===== src/rtl/gerador_echo.sv =====
`default_nettype none
// +----------------------------------------------------------------------+
// | Module      : gerador_echo                                           |
// | Description : Ultrasonic-sensor echo generator. Answers a valid      |
// |               trigger pulse with an echo pulse whose width encodes   |
// |               a 3-digit BCD distance (TICKS_CM cycles per cm).       |
// | Revision    : 1.0 - initial release                                  |
// +----------------------------------------------------------------------+
module gerador_echo #(
  parameter int TRIG_MIN     = 500,
  parameter int BURST_CICLOS = 10000,
  parameter int TICKS_CM     = 2941,
  parameter int MAX_CM       = 400,
  parameter int TIMEOUT_CM   = 646
) (
  input  logic        clock,
  input  logic        reset,
  input  logic        trigger,
  input  logic [11:0] distancia,
  output logic        echo,
  output logic        ocupado,
  output logic        pronto,
  output logic [2:0]  db_estado
);

  // ------------------------------------------------------------------
  // Counter widths. Degenerate 1-cycle parameters still get 1-bit
  // counters; the cm counter is at least 10 bits so that the binary
  // value of any 3-digit BCD number (up to 999) fits.
  // ------------------------------------------------------------------
  localparam int c_TRIG_W  = $clog2(TRIG_MIN + 1);
  localparam int c_BURST_W = (BURST_CICLOS > 1) ? $clog2(BURST_CICLOS) : 1;
  localparam int c_TICK_W  = (TICKS_CM > 1) ? $clog2(TICKS_CM) : 1;
  localparam int c_CM_MAXV = (MAX_CM > TIMEOUT_CM) ? MAX_CM : TIMEOUT_CM;
  localparam int c_CM_RAW  = $clog2(c_CM_MAXV + 1);
  localparam int c_CM_W    = (c_CM_RAW > 10) ? c_CM_RAW : 10;

  localparam logic [c_TRIG_W-1:0]  c_TRIG_MIN   = c_TRIG_W'(TRIG_MIN);
  localparam logic [c_TRIG_W-1:0]  c_TRIG_ONE   = c_TRIG_W'(1);
  localparam logic [c_BURST_W-1:0] c_BURST_LAST = c_BURST_W'(BURST_CICLOS - 1);
  localparam logic [c_BURST_W-1:0] c_BURST_ONE  = c_BURST_W'(1);
  localparam logic [c_TICK_W-1:0]  c_TICK_LAST  = c_TICK_W'(TICKS_CM - 1);
  localparam logic [c_TICK_W-1:0]  c_TICK_ONE   = c_TICK_W'(1);
  localparam logic [c_CM_W-1:0]    c_MAX_CM     = c_CM_W'(MAX_CM);
  localparam logic [c_CM_W-1:0]    c_TIMEOUT_CM = c_CM_W'(TIMEOUT_CM);
  localparam logic [c_CM_W-1:0]    c_CM_ONE     = c_CM_W'(1);
  localparam logic [c_CM_W-1:0]    c_CM_TEN     = c_CM_W'(10);
  localparam logic [c_CM_W-1:0]    c_CM_HUNDRED = c_CM_W'(100);
  localparam logic [3:0]           c_DIGIT_MAX  = 4'd9;

  // ------------------------------------------------------------------
  // State encoding: the codes are visible on db_estado, so they are
  // fixed explicitly rather than left to the tool.
  // ------------------------------------------------------------------
  typedef enum logic [2:0] {
    S_INICIAL      = 3'b000,
    S_MEDE_TRIGGER = 3'b001,
    S_BURST        = 3'b010,
    S_ECHO_ALTO    = 3'b011,
    S_FIM          = 3'b100
  } t_estado;

  t_estado r_state;
  t_estado w_next_state;

  logic [c_TRIG_W-1:0]  r_trig_cnt;
  logic [c_BURST_W-1:0] r_burst_cnt;
  logic [c_TICK_W-1:0]  r_tick_cnt;
  logic [c_CM_W-1:0]    r_cm_cnt;
  logic [11:0]          r_dist;

  logic [c_CM_W-1:0] w_hund;
  logic [c_CM_W-1:0] w_tens;
  logic [c_CM_W-1:0] w_unit;
  logic [c_CM_W-1:0] w_bin;
  logic [c_CM_W-1:0] w_n;
  logic [c_CM_W-1:0] w_n_last;
  logic              w_digits_ok;
  logic              w_n_zero;
  logic              w_trig_ok;
  logic              w_burst_done;
  logic              w_tick_wrap;
  logic              w_echo_done;

  // ------------------------------------------------------------------
  // Echo width N in cm units, derived from the latched distance only,
  // so later changes on distancia cannot disturb an echo in progress.
  // Any non-decimal digit or a value above MAX_CM reports a timeout.
  // ------------------------------------------------------------------
  assign w_hund      = c_CM_W'(r_dist[11:8]);
  assign w_tens      = c_CM_W'(r_dist[7:4]);
  assign w_unit      = c_CM_W'(r_dist[3:0]);
  assign w_bin       = (w_hund * c_CM_HUNDRED) + (w_tens * c_CM_TEN) + w_unit;
  assign w_digits_ok = (r_dist[11:8] <= c_DIGIT_MAX) &&
                       (r_dist[7:4]  <= c_DIGIT_MAX) &&
                       (r_dist[3:0]  <= c_DIGIT_MAX);
  assign w_n         = (w_digits_ok && (w_bin <= c_MAX_CM)) ? w_bin : c_TIMEOUT_CM;
  assign w_n_zero    = (w_n == '0);
  assign w_n_last    = w_n - c_CM_ONE;

  // Status flags used by both the state machine and the counters.
  assign w_trig_ok    = (r_trig_cnt >= c_TRIG_MIN);
  assign w_burst_done = (r_burst_cnt == c_BURST_LAST);
  assign w_tick_wrap  = (r_tick_cnt == c_TICK_LAST);
  assign w_echo_done  = w_tick_wrap && (r_cm_cnt == w_n_last);

  // State register; reset forces the idle state at once.
  always_ff @(posedge clock or negedge reset) begin
    if (!reset) begin
      r_state <= S_INICIAL;
    end else begin
      r_state <= w_next_state;
    end
  end

  // Next-state decision for the trigger/burst/echo sequence.
  always_comb begin
    w_next_state = r_state;
    case (r_state)
      S_INICIAL: begin
        if (trigger) begin
          w_next_state = S_MEDE_TRIGGER;
        end
      end
      S_MEDE_TRIGGER: begin
        if (!trigger) begin
          w_next_state = w_trig_ok ? S_BURST : S_INICIAL;
        end
      end
      S_BURST: begin
        if (w_burst_done) begin
          w_next_state = w_n_zero ? S_FIM : S_ECHO_ALTO;
        end
      end
      S_ECHO_ALTO: begin
        if (w_echo_done) begin
          w_next_state = S_FIM;
        end
      end
      S_FIM: begin
        w_next_state = S_INICIAL;
      end
      default: begin
        w_next_state = S_INICIAL;
      end
    endcase
  end

  // Trigger-width measurement, distance latch and the burst/echo timers.
  always_ff @(posedge clock or negedge reset) begin
    if (!reset) begin
      r_trig_cnt  <= '0;
      r_burst_cnt <= '0;
      r_tick_cnt  <= '0;
      r_cm_cnt    <= '0;
      r_dist      <= '0;
    end else begin
      case (r_state)
        S_INICIAL: begin
          if (trigger) begin
            r_trig_cnt <= c_TRIG_ONE;
          end
        end
        S_MEDE_TRIGGER: begin
          if (trigger) begin
            // Saturate so an arbitrarily long trigger cannot wrap back
            // below the validity threshold.
            if (r_trig_cnt < c_TRIG_MIN) begin
              r_trig_cnt <= r_trig_cnt + c_TRIG_ONE;
            end
          end else if (w_trig_ok) begin
            r_dist      <= distancia;
            r_burst_cnt <= '0;
          end
        end
        S_BURST: begin
          if (w_burst_done) begin
            r_tick_cnt <= '0;
            r_cm_cnt   <= '0;
          end else begin
            r_burst_cnt <= r_burst_cnt + c_BURST_ONE;
          end
        end
        S_ECHO_ALTO: begin
          if (w_tick_wrap) begin
            r_tick_cnt <= '0;
            r_cm_cnt   <= r_cm_cnt + c_CM_ONE;
          end else begin
            r_tick_cnt <= r_tick_cnt + c_TICK_ONE;
          end
        end
        default: begin
          // fim and unused codes hold every counter.
        end
      endcase
    end
  end

  // Moore outputs decoded from the registered state only.
  assign echo      = (r_state == S_ECHO_ALTO);
  assign ocupado   = (r_state == S_BURST) || (r_state == S_ECHO_ALTO) || (r_state == S_FIM);
  assign pronto    = (r_state == S_FIM);
  assign db_estado = r_state;

endmodule
`default_nettype wire


===== config.mk =====
export PLATFORM = sky130hd
export DESIGN_NAME = gerador_echo
export DESIGN_NICKNAME = d
export VERILOG_FILES = /design/src/rtl/gerador_echo.sv
export SDC_FILE = /design/constraint.sdc
export NUM_CORES = 1
export LEC_CHECK = 0
export ABC_CLOCK_PERIOD_IN_PS = 7000
export BUFFER_PORTS_ARGS = -buffer_cell sky130_fd_sc_hd__buf_4
export CAP_MARGIN = 30
export CELL_PAD_IN_SITES_DETAIL_PLACEMENT = 1
export CELL_PAD_IN_SITES_GLOBAL_PLACEMENT = 2
export CORE_ASPECT_RATIO = 0.9
export CORE_UTILIZATION = 39
export DETAILED_ROUTE_END_ITERATION = 8
export PLACE_DENSITY = 0.91
export SYNTH_ARGS = -nofsm -noshare
export SYNTH_HDL_FRONTEND = slang
export SYNTH_SLANG_ARGS = --single-unit

===== constraint.sdc =====
create_clock -name clock -period 7 [get_ports clock]
set_input_delay 1.05 -clock clock [delete_from_list [all_inputs] [get_ports clock]]
set_output_delay 1.05 -clock clock [all_outputs]
set_load 0.005 [all_outputs]

# [After elaboration in Yosys (flattened, before gate mapping)]
# Cells that the tools add are included.
# Widths: inputs -> output; s select.
[totals] ff_bits=60 inputBits=15 out_inout_bits=6
[op_classes] addsub=7 n_mul=2 magnitude_cmp=6 n_eq_ne=16 mux=22 bitwise_logic=1 reduce_logical=17
[op_table] op="$mux 14" n=3
[op_table] op="$mux 10" n=3
[op_table] op="$pmux 14 s2" n=1
[op_table] op="$mux 9" n=3
[op_table] op="$mux 12" n=2
[op_table] op="$pmux 12 s2" n=1
[op_table] op="$pmux 10 s2" n=1
[op_table] op="$pmux 9 s2" n=1
[op_table] op="$mux 3" n=5
[op_table] op="$add 14x1->14 const B" n=1
[op_table] op="$eq 14x14->1 const B" n=1
[op_table] op="$ne 2x2->1 const B" n=7
[op_table] op="$add 12x1->12 const B" n=1
[op_table] op="$eq 12x12->1 const B" n=1
[op_table] op="$le 4x4->1 const B" n=3
[op_table] op="$pmux 3 s4" n=1
[op_table] op="$reduce_and 4->1" n=3
[op_table] op="$add 10x1->10 const B" n=1
[op_table] op="$add 10x4->10" n=1
[op_table] op="$add 10x8->10" n=1
[op_table] op="$eq 10x10->1" n=1
[op_table] op="$le 10x9->1 const B" n=1
[op_table] op="$logic_not 10->1" n=1
[op_table] op="$sub 10x1->10 const B" n=1
[op_table] op="17 further kinds" n=26

# [Logic depth before layout (Yosys ltp)]
# Gate-level depths: netlist (run 1).
[logic_depth] depth_word=11 mapped_depth=25

# [Least setup slack after synthesis (run 1)]
# Ideal clock, no wire load.
[synth_timing] path_type="flip-flop to flip-flop" startpoint="reg r_dist[5]" endpoint="reg r_state[2] (netlist: db_estado[2])" setup_ns=0.132 arrival_ns=5.153 slack_ns=1.715 path_stages_with_launch=23 path_buffers=1 cell_sequence="dfrtp_1 -> ha_1 -> ha_1 -> fa_1 -> ha_1 -> ha_1 -> or2_2 -> a21oi_1 -> nor2_1 -> o311ai_1 -> and2_1 -> buf_2 -> nor2b_1 -> ha_1 -> nor3b_1 -> nand2_1 -> or2_1 -> xnor2_1 -> a32o_1 -> a22o_1 -> a222oi_1 -> o21ai_1 -> nor3b_2"
[synth_via] elab_chain_len=11 word_cells_on_any_way=18
[synth_rtl] element="start: declaration" line="70" text="logic [11:0] r_dist;"
[synth_rtl] element="start signal: assignment" line="172" text="r_dist <= distancia;"
[synth_rtl] element="$mul 4x3->7" line="93" text="assign w_bin = (w_hund * c_CM_HUNDRED) + (w_tens * c_CM_TEN) + w_unit;"
[synth_rtl] element="$add 10x8->10" line="93"
[synth_rtl] element="$add 10x4->10" line="93"
[synth_rtl] element="$le 10x9->1" line="97" text="assign w_n = (w_digits_ok && (w_bin <= c_MAX_CM)) ? w_bin : c_TIMEOUT_CM;"
[synth_rtl] element="$logic_and 1x1->1" line="97"
[synth_rtl] element="$mux 10 *" line="97"
[synth_rtl] element="$sub 10x1->10" line="99" text="assign w_n_last = w_n - c_CM_ONE;"
[synth_rtl] element="$eq 10x10->1" line="105" text="assign w_echo_done = w_tick_wrap && (r_cm_cnt == w_n_last);"
[synth_rtl] element="$logic_and 1x1->1" line="105"
[synth_rtl] element="$ne 2x1->1 (no source line)"
[synth_rtl] element="$reduce_and 4->1 (no source line)"
[synth_rtl] element="end signal: assignment" line="112" text="r_state <= w_next_state;"
[synth_rtl] element="end: declaration" line="63" text="t_estado r_state;"
# Mark *: on every way between the ends. The rest lies on a longest branch, timed or not. The select of a mux whose other input is x is not followed.
# A chain may end at the register's enable or synchronous reset.

# [Worst setup path after layout (run 1)]
[layout_timing] startpoint="reg r_dist[8]" endpoint="reg r_state[2] (netlist: db_estado[2])"
[layout_via] elab_chain_len=11 word_cells_on_any_way=18
[layout_rtl] element="$mul 4x5->8" line="93"
[layout_rtl] element="$add 10x8->10" line="93"
[layout_rtl] element="$add 10x4->10" line="93"
[layout_rtl] element="$le 10x9->1" line="97"
[layout_rtl] element="$logic_and 1x1->1" line="97"
[layout_rtl] element="$mux 10 *" line="97"
[layout_rtl] element="$sub 10x1->10" line="99"
[layout_rtl] element="$eq 10x10->1" line="105"
[layout_rtl] element="$logic_and 1x1->1" line="105"
[layout_rtl] element="$ne 2x1->1 (no source line)"
[layout_rtl] element="$reduce_and 4->1 (no source line)"
# Marked as above.

==> impl_summary.txt, run 1 <==
----------------------------------------------------
[Critical path]
  Required time of the worst setup path ... 7210 ps
  Maximum cell stage delay along the critical path ... 470 ps
  Slowest cell on the critical path ... fa_1
  Kind of start point of the critical path ... register
  Start-to-end type of the worst setup path ... register to register
  Endpoint type of the worst setup path ... register
  Largest fanout of any net on the critical path ... 12
  Library cell appearing most often on the critical path ... ha_1
  Critical path, cell by cell ... inv_1, ha_1, ha_1, inv_1, fa_1, inv_1, ha_1, ha_1, and3b_1, a211oi_1, o311ai_2, o311ai_1, and2_1, nor2b_1, ha_1, nor3b_1, nand2_1, or2_1, xnor2_1, a32o_1, a22o_1, a222oi_1, o21ai_1, nor3b_2
  Worst endpoint data arrival time ... 6270 ps

[Min path]
  Class of the most critical hold timing path ... register to register

[Logic synthesis]
  Synthesized area divided by synthesized cell count ... 8.92 µm²
  Synth Warn # ... 0
  Most frequently used flop master after synthesis ... dfrtp_1
  Library cells used by synthesis ... 66
  Post-synth EDFFs ... 0
  Most area-consuming cells after synthesis ... dfrtp_1 35%, ha_1 9.9%, o21ai_0 4.7%
  Portion of the post-synthesis area used by sequential elements ... 35.1%
  Synth Register Bits ... 60
  Mapped Nets ... 534
  Netlist area before placement ... 4280 µm²
  Async set-or-reset flop fraction in the synthesized netlist ... 100%
  Fraction of post-synthesis cell area in the top cell type by area ... 35.1%
  Post-synth top area cell ... dfrtp_1
  Gate count after technology mapping ... 480

[Clock tree]
  Clock Tree Buf Depth ... 2
  Buffer cell driving the clock tree root ... clkbuf_16
  Clk slew on worst S/H paths ... 60 ps
  Max H-tree Level ... 3
  Inserted Clock Buffers ... 9
  Number of gates resized after CTS ... 0
  CTS Hold Bufs ... 0
  CTS tree ... yes
  Setup Buffers After CTS ... 0
  Clock tree sinks ... 60
  Insertion delay of the later-clocked pin in the worst-skew pair ... 330 ps

[Cells and area]
  Diodes inserted ... 0
  Area growth from synthesis to final layout ... 13.7%
  Commonest non-fill, non-tap cell in the layout ... dfrtp_1
  Number of nets in the final layout ... 550
  Final std cell area, no fill ... 4870 µm²
  Proportion of layout cells with a drive suffix above 1 ... 12.8%
  Most frequent cells in the layout ... 60 x dfrtp_1, 48 x nand2_1, 48 x nor2_1
  Multi-input gate area in the final layout ... 2620 µm²
  Layout fillers ... 1214
  Storage element area ... 1500 µm²

[GRT]
  Overall global routing resource usage ... 20.4%
  Antenna violations before repair ... 0
  Maximum number of pins on one net before global-route repair ... 61
  Overflow left after global routing ... 0
  Global-route wire length before repair ... 18500 µm
  Number of global-route vias before repair ... 3824

[Pwr]
  Share of power burned in registers ... 32.3%
  Proportion of power drawn by combinational gates ... 23.7%
  Int Pwr ... 0.000794 W
  Clock share of power ... 44.1%
  Sw Ratio ... 29.1%
  Max rail drop VDD ... 121 µV
  Reported leakage power ... 2.22 nW
  Net switching component of the power ... 0.000325 W
  Ratio of total power to cell area ... 230 nW/µm²

[STA]
  Fin Clk Skew ... 6.76 ps
  Aggregate negative setup slack ... 0 ps
  F_max ... 165 MHz
  Number of hold-slack violations in the final timing report ... 0
  Worst-case setup margin in the final layout ... 934 ps
  Number of pins with negative max-slew slack in the final report ... 0
  Fraction of the cycle the final worst path needs ... 86.7%
  Setup violators final ... 0
  Unrepaired setup endpoints after global routing ... no
  Minimum clock period after layout ... 6070 ps
  Remaining max-slew budget at the tightest pin ... 48.3%
  Worst Max-Slew Pin Slew ... 776 ps

[Route]
  First-pass iteration count of the detailed router ... 4
  Number of vias after detailed routing ... 3533
  Total Wirelength ... 10300 µm
  Routed length per placed instance ... 16.3 µm
  Number of antenna-violating nets in the routed design ... 0
  Post-detailed-route DRC marker count ... 0
  Via density ... 5.61
  Iteration-0 DRC Markers ... 124

[Placement]
  Gp weighted congestion ... 0.767
  Placement Cell Area ... 4530 µm²
  Port buffer count ... 20
  Total half-perimeter wirelength after legalization and detailed placement ... 7400 µm
  Dpl ws ... 1000 ps

[Die]
  Std cell rows ... 35
  Width of the die ... 112 µm
  Number of ports placed on the die boundary ... 21
  Area of the core region ... 10500 µm²
  Die ar. ... 11400 µm²
  Die span in y ... 101 µm
  Starting utilization of the core area ... 40.9%

[Flow run]
  Maximum capacitance violations ... 0

[Run status]
  Status ... finished, final reports clean

----------------------------------------------------
## state kept, by name (all words and copies together), names as in the netlist
| signal | cells |
|---|---|
| db_estado | 3 |
| r_burst_cnt | 14 |
| r_cm_cnt | 10 |
| r_dist | 12 |
| r_tick_cnt | 12 |
| r_trig_cnt | 9 |
## cell type report
cell class                      instances  share of cell area, %
Clock inverter                          5                   1.72
Tap cell                              129                   3.31
Timing Repair Buffer                   22                   3.39
Multi-Input combinational cell        379                   53.7
Sequential cell                        60                   30.8
Inverter                               24                   1.85
Clock buffer                           11                   5.19
## cells by family after synthesis
kind of cell	count (synthesis)	synth area share [%]
XOR/XNOR	33	6.93
AND/OR/NAND/NOR	192	23.1
buffers and inverters	41	4.00
AO/OA/AOI/OAI	104	15.8
flip-flops	60	35.1
multiplexers	11	2.86
adder cells (fa/ha/maj)	39	12.3
## layer usage
| metal | global-route usage (%) | vias to the layer above | wire length, µm | part of all wire (%) |
|---|---|---|---|---|
| met2 | 35.2 | 26 | 4920 | 48 |
| li1 | - | 1732 | - | - |
| met3 | 2.39 | 10 | 204 | 2.0 |
| met4 | 7.38 | 0 | 145 | 1.4 |
| met5 | 0 | - | 0 | 0 |
| met1 | 26.7 | 1765 | 5030 | 49 |
## per-stage QoR
step	instances	utilization [%]	power [W]	hold WS, ps
CTS	630	46.5	0.00113	498
finish	630	46.5	0.00112	494
floorplan	480	-	0.000570	460
detailed placement	614	43.3	0.000630	486
global route	630	46.5	0.00118	520
global placement	613	43.2	0.000621	476
## power by group through the flow
stage / clock network (W) / registers [W] / logic, W
2_1_floorplan: 0 / 0.000365 / 0.000206
4_1_cts: 0.000501 / 0.000361 / 0.000266
3_3_place_gp: 0 / 0.000366 / 0.000254
6_report: 0.000493 / 0.000361 / 0.000265
3_5_place_dp: 0 / 0.000367 / 0.000263
5_1_grt: 0.000514 / 0.000362 / 0.000299
## path summary, 6_finish.rpt
kind                                from               to  slack [ps]  cells past startpoint
setup / recovery               r_dist[8]     db_estado[2]         930                     24
min in group asynchronous          reset  r_burst_cnt[12]         790                      1
max in group asynchronous          reset    r_trig_cnt[4]        5690                      1
setup reg to reg               r_dist[8]     db_estado[2]         930                     24
hold / removal             r_trig_cnt[8]    r_trig_cnt[8]         490                      1
hold reg to reg            r_trig_cnt[8]    r_trig_cnt[8]         490                      1
## worst max-delay path, delay by kind of cell (launching register included)
family          cells  cell delay, ps
buf+inv             3             210
fa+ha+maj           6            1800
compound gates      7            1630
simple gates        7            1730
flops               1             430
xor+xnor            1             150
## cell usage after synthesis (4+ instances only)
| cell type | n |
|---|---|
| nor2b_1 | 9 |
| or3_1 | 8 |
| xor2_1 | 18 |
| nand3_1 | 13 |
| inv_1 | 23 |
| a21o_1 | 5 |
| nand4_1 | 12 |
| nor3b_1 | 4 |
| a211oi_1 | 4 |
| and3_1 | 10 |
| nor3_1 | 12 |
| xnor2_1 | 14 |
| clkbuf_1 | 12 |
| nor2_1 | 48 |
| dfrtp_1 | 60 |
| fa_1 | 5 |
| ha_1 | 34 |
| nand2_1 | 48 |
| a21oi_1 | 19 |
| and2_1 | 4 |
| o21ai_0 | 40 |
| mux2_2 | 9 |
| a22o_1 | 8 |
No activity file was read; power rests on OpenSTA's default activity.
==> run 2: changes to the inputs <==
==> config.mk (replaced) <==
export PLATFORM = sky130hd
export DESIGN_NAME = gerador_echo
export DESIGN_NICKNAME = d
export VERILOG_FILES = /design/src/rtl/gerador_echo.sv
export SDC_FILE = /design/constraint.sdc
export NUM_CORES = 1
export LEC_CHECK = 0
export ABC_CLOCK_PERIOD_IN_PS = 7800
export BUFFER_PORTS_ARGS = -buffer_cell sky130_fd_sc_hd__buf_4
export CAP_MARGIN = 30
export CELL_PAD_IN_SITES_DETAIL_PLACEMENT = 1
export CELL_PAD_IN_SITES_GLOBAL_PLACEMENT = 2
export CORE_ASPECT_RATIO = 0.9
export CORE_UTILIZATION = 30
export DETAILED_ROUTE_END_ITERATION = 8
export PLACE_DENSITY = 0.75
export SYNTH_ARGS = -nofsm -noshare
export SYNTH_HDL_FRONTEND = slang
export SYNTH_SLANG_ARGS = --single-unit
==> constraint.sdc (replaced) <==
create_clock -name clock -period 7.8 [get_ports clock]
set_input_delay 1.17 -clock clock [delete_from_list [all_inputs] [get_ports clock]]
set_output_delay 1.17 -clock clock [all_outputs]
set_load 0.005 [all_outputs]
==> impl_summary.txt, run 2 (synthesized netlist as in run 1, its figures left out) <==
----------------------------------------------------
[Min path]
  Endpoint of the worst hold path ... r_trig_cnt[8]
  Hold Path Origin ... r_trig_cnt[8]
  Class of the most critical hold timing path ... register to register
  Worst hold path depth ... 1

[STA]
  Unrepaired setup endpoints after global routing ... no
  Number of hold-slack violations in the final timing report ... 0
  Worst Max-Slew Pin Slew ... 794 ps
  Fin Clk Skew ... 2.84 ps
  Setup violators final ... 0
  Minimum clock period after layout ... 5980 ps
  Worst-case setup margin in the final layout ... 1820 ps
  Number of pins with negative max-slew slack in the final report ... 0
  Hold Slack ... 498 ps
  F_max ... 167 MHz
  Fraction of the cycle the final worst path needs ... 76.7%
  Remaining max-slew budget at the tightest pin ... 47.0%
  Aggregate negative setup slack ... 0 ps

[Die]
  Die span in y ... 115 µm
  Std cell rows ... 41
  Starting utilization of the core area ... 30.7%
  Die ar. ... 14800 µm²
  Width of the die ... 128 µm
  Area of the core region ... 14000 µm²
  Number of ports placed on the die boundary ... 21

[Route]
  First-pass iteration count of the detailed router ... 4
  Number of vias after detailed routing ... 3489
  Total Wirelength ... 10300 µm
  Post-detailed-route DRC marker count ... 0
  Routed length per placed instance ... 14.8 µm
  Iteration-0 DRC Markers ... 154
  Via density ... 5.03
  Number of antenna-violating nets in the routed design ... 0

[Critical path]
  Beginning of the worst register-to-register path ... r_dist[8]
  Kind of start point of the critical path ... register
  Start-to-end type of the worst setup path ... register to register
  Worst reg2reg setup slack ... 1820 ps
  Endpoint type of the worst setup path ... register
  Launch point of the critical path ... r_dist[8]
  Worst endpoint data arrival time ... 6190 ps
  FF-to-FF End ... db_estado[2]
  Length in cells of the worst reg-to-reg path ... 24
  Largest fanout of any net on the critical path ... 12
  Required time of the worst setup path ... 8000 ps

[Placement]
  Total half-perimeter wirelength after legalization and detailed placement ... 7640 µm
  Gp weighted congestion ... 0.786
  Port buffer count ... 20
  Dpl ws ... 1800 ps
  Instance count after placement with tap cells included ... 678

[Run status]
  Status ... finished, final reports clean

[Cells and area]
  Registers with the highest flip-flop counts ... r_burst_cnt (14), r_dist (12), r_tick_cnt (12)
  Commonest non-fill, non-tap cell in the layout ... dfrtp_1
  Most frequent cells in the layout ... 60 x dfrtp_1, 48 x nand2_1, 48 x nor2_1
  Number of flip-flops under the largest register name ... 14
  Diodes inserted ... 0
  Proportion of layout cells with a drive suffix above 1 ... 12.6%
  Area growth from synthesis to final layout ... 14.8%
  Post-layout instance count excluding filler cells ... 694
  Number of nets in the final layout ... 550
  Most flops, register ... r_burst_cnt

[Clock tree]
  Buffer cell driving the clock tree root ... clkbuf_16
  Clk slew on worst S/H paths ... 50 ps
  Clock Tree Buf Depth ... 2
  Setup Buffers After CTS ... 0
  Clock tree sinks ... 60
  Inserted Clock Buffers ... 9
  CTS Hold Bufs ... 0
  Number of gates resized after CTS ... 0
  Max H-tree Level ... 3
  Insertion delay of the later-clocked pin in the worst-skew pair ... 330 ps
  CTS tree ... yes

[Pwr]
  Ratio of total power to cell area ... 196 nW/µm²
  Reported leakage power ... 2.21 nW
  Max rail drop VDD ... 105 µV

[GRT]
  Overflow left after global routing ... 0
  Maximum number of pins on one net before global-route repair ... 61
  Overall global routing resource usage ... 15.1%
  Antenna violations before repair ... 0
  Global-route wire length before repair ... 17700 µm
  Number of global-route vias before repair ... 3592

[Flow run]
  Maximum capacitance violations ... 0

----------------------------------------------------
[run 2: changes by cell type in the layout (fill, tap and decap cells not counted)]
cell,before,now
bufinv_16,2,1
clkinv_2,0,2
clkinvlp_4,2,1
clkbuf_1,0,1
clkinv_4,1,0
[run 2: per-layer routing]
layer | track usage [%] | vias to the layer above | wire, µm | part of all wire [%]
met2 | 25.0 | 14 | 4840 | 47
met1 | 20.0 | 1733 | 5090 | 50
met3 | 2.89 | 8 | 214 | 2.1
met5 | 0 | - | 0 | 0
li1 | - | 1734 | - | -
met4 | 4.71 | 0 | 111 | 1.1
[run 2: where the power goes]
part / switching (W) / internal [W] / leakage [nW]
sequential: 0.00000678 / 0.000317 / 0.778
clock: 0.000139 / 0.000263 / 0.149
combinational: 0.000142 / 0.0000979 / 1.29
total: 0.000287 / 0.000678 / 2.21
[run 2: how the worst max path moves through the flow]
| stage | endpoint | slack [ps] | depth (start not counted) |
|---|---|---|---|
| floorplan | db_estado[2] | 2510 | 22 |
| global placement | db_estado[2] | 2050 | 24 |
| detailed placement | db_estado[2] | 1800 | 24 |
| CTS | db_estado[2] | 1780 | 24 |
| global route | db_estado[2] | 1340 | 24 |
| finish | db_estado[2] | 1820 | 24 |
[run 2: stage by stage]
stage	instance area, µm²	utilization (%)	power (W)
after detailed placement	4610	33.1	0.000568
after global placement	4610	33.0	0.000561
after floorplan	4280	-	0.000512
final	4920	35.2	0.000966
after global routing	4920	35.2	0.00102
after CTS	4920	35.2	0.000978
[run 2: final cells by class]
cell class,count,area (µm²)
Fill cell,1671,9040
Timing Repair Buffer,22,165
Tap cell,193,241
Sequential cell,60,1500
Clock buffer,12,256
Inverter,24,90.1
Clock inverter,4,47.5
Multi-Input combinational cell,379,2620
[run 2: critical path, cell delays in order, from the launching register on]
cell and delay, ps:
dfrtp_1 450, inv_1 100, ha_1 290, ha_1 160, inv_1 50, fa_1 470
inv_1 40, ha_1 280, ha_1 380, and3b_1 200, a211oi_1 250, o311ai_2 240
o311ai_1 120, and2_1 410, nor2b_1 200, ha_1 190, nor3b_1 310, nand2_1 110
or2_1 280, xnor2_1 150, a32o_1 220, a22o_1 180, a222oi_1 410, o21ai_1 180
nor3b_2 180
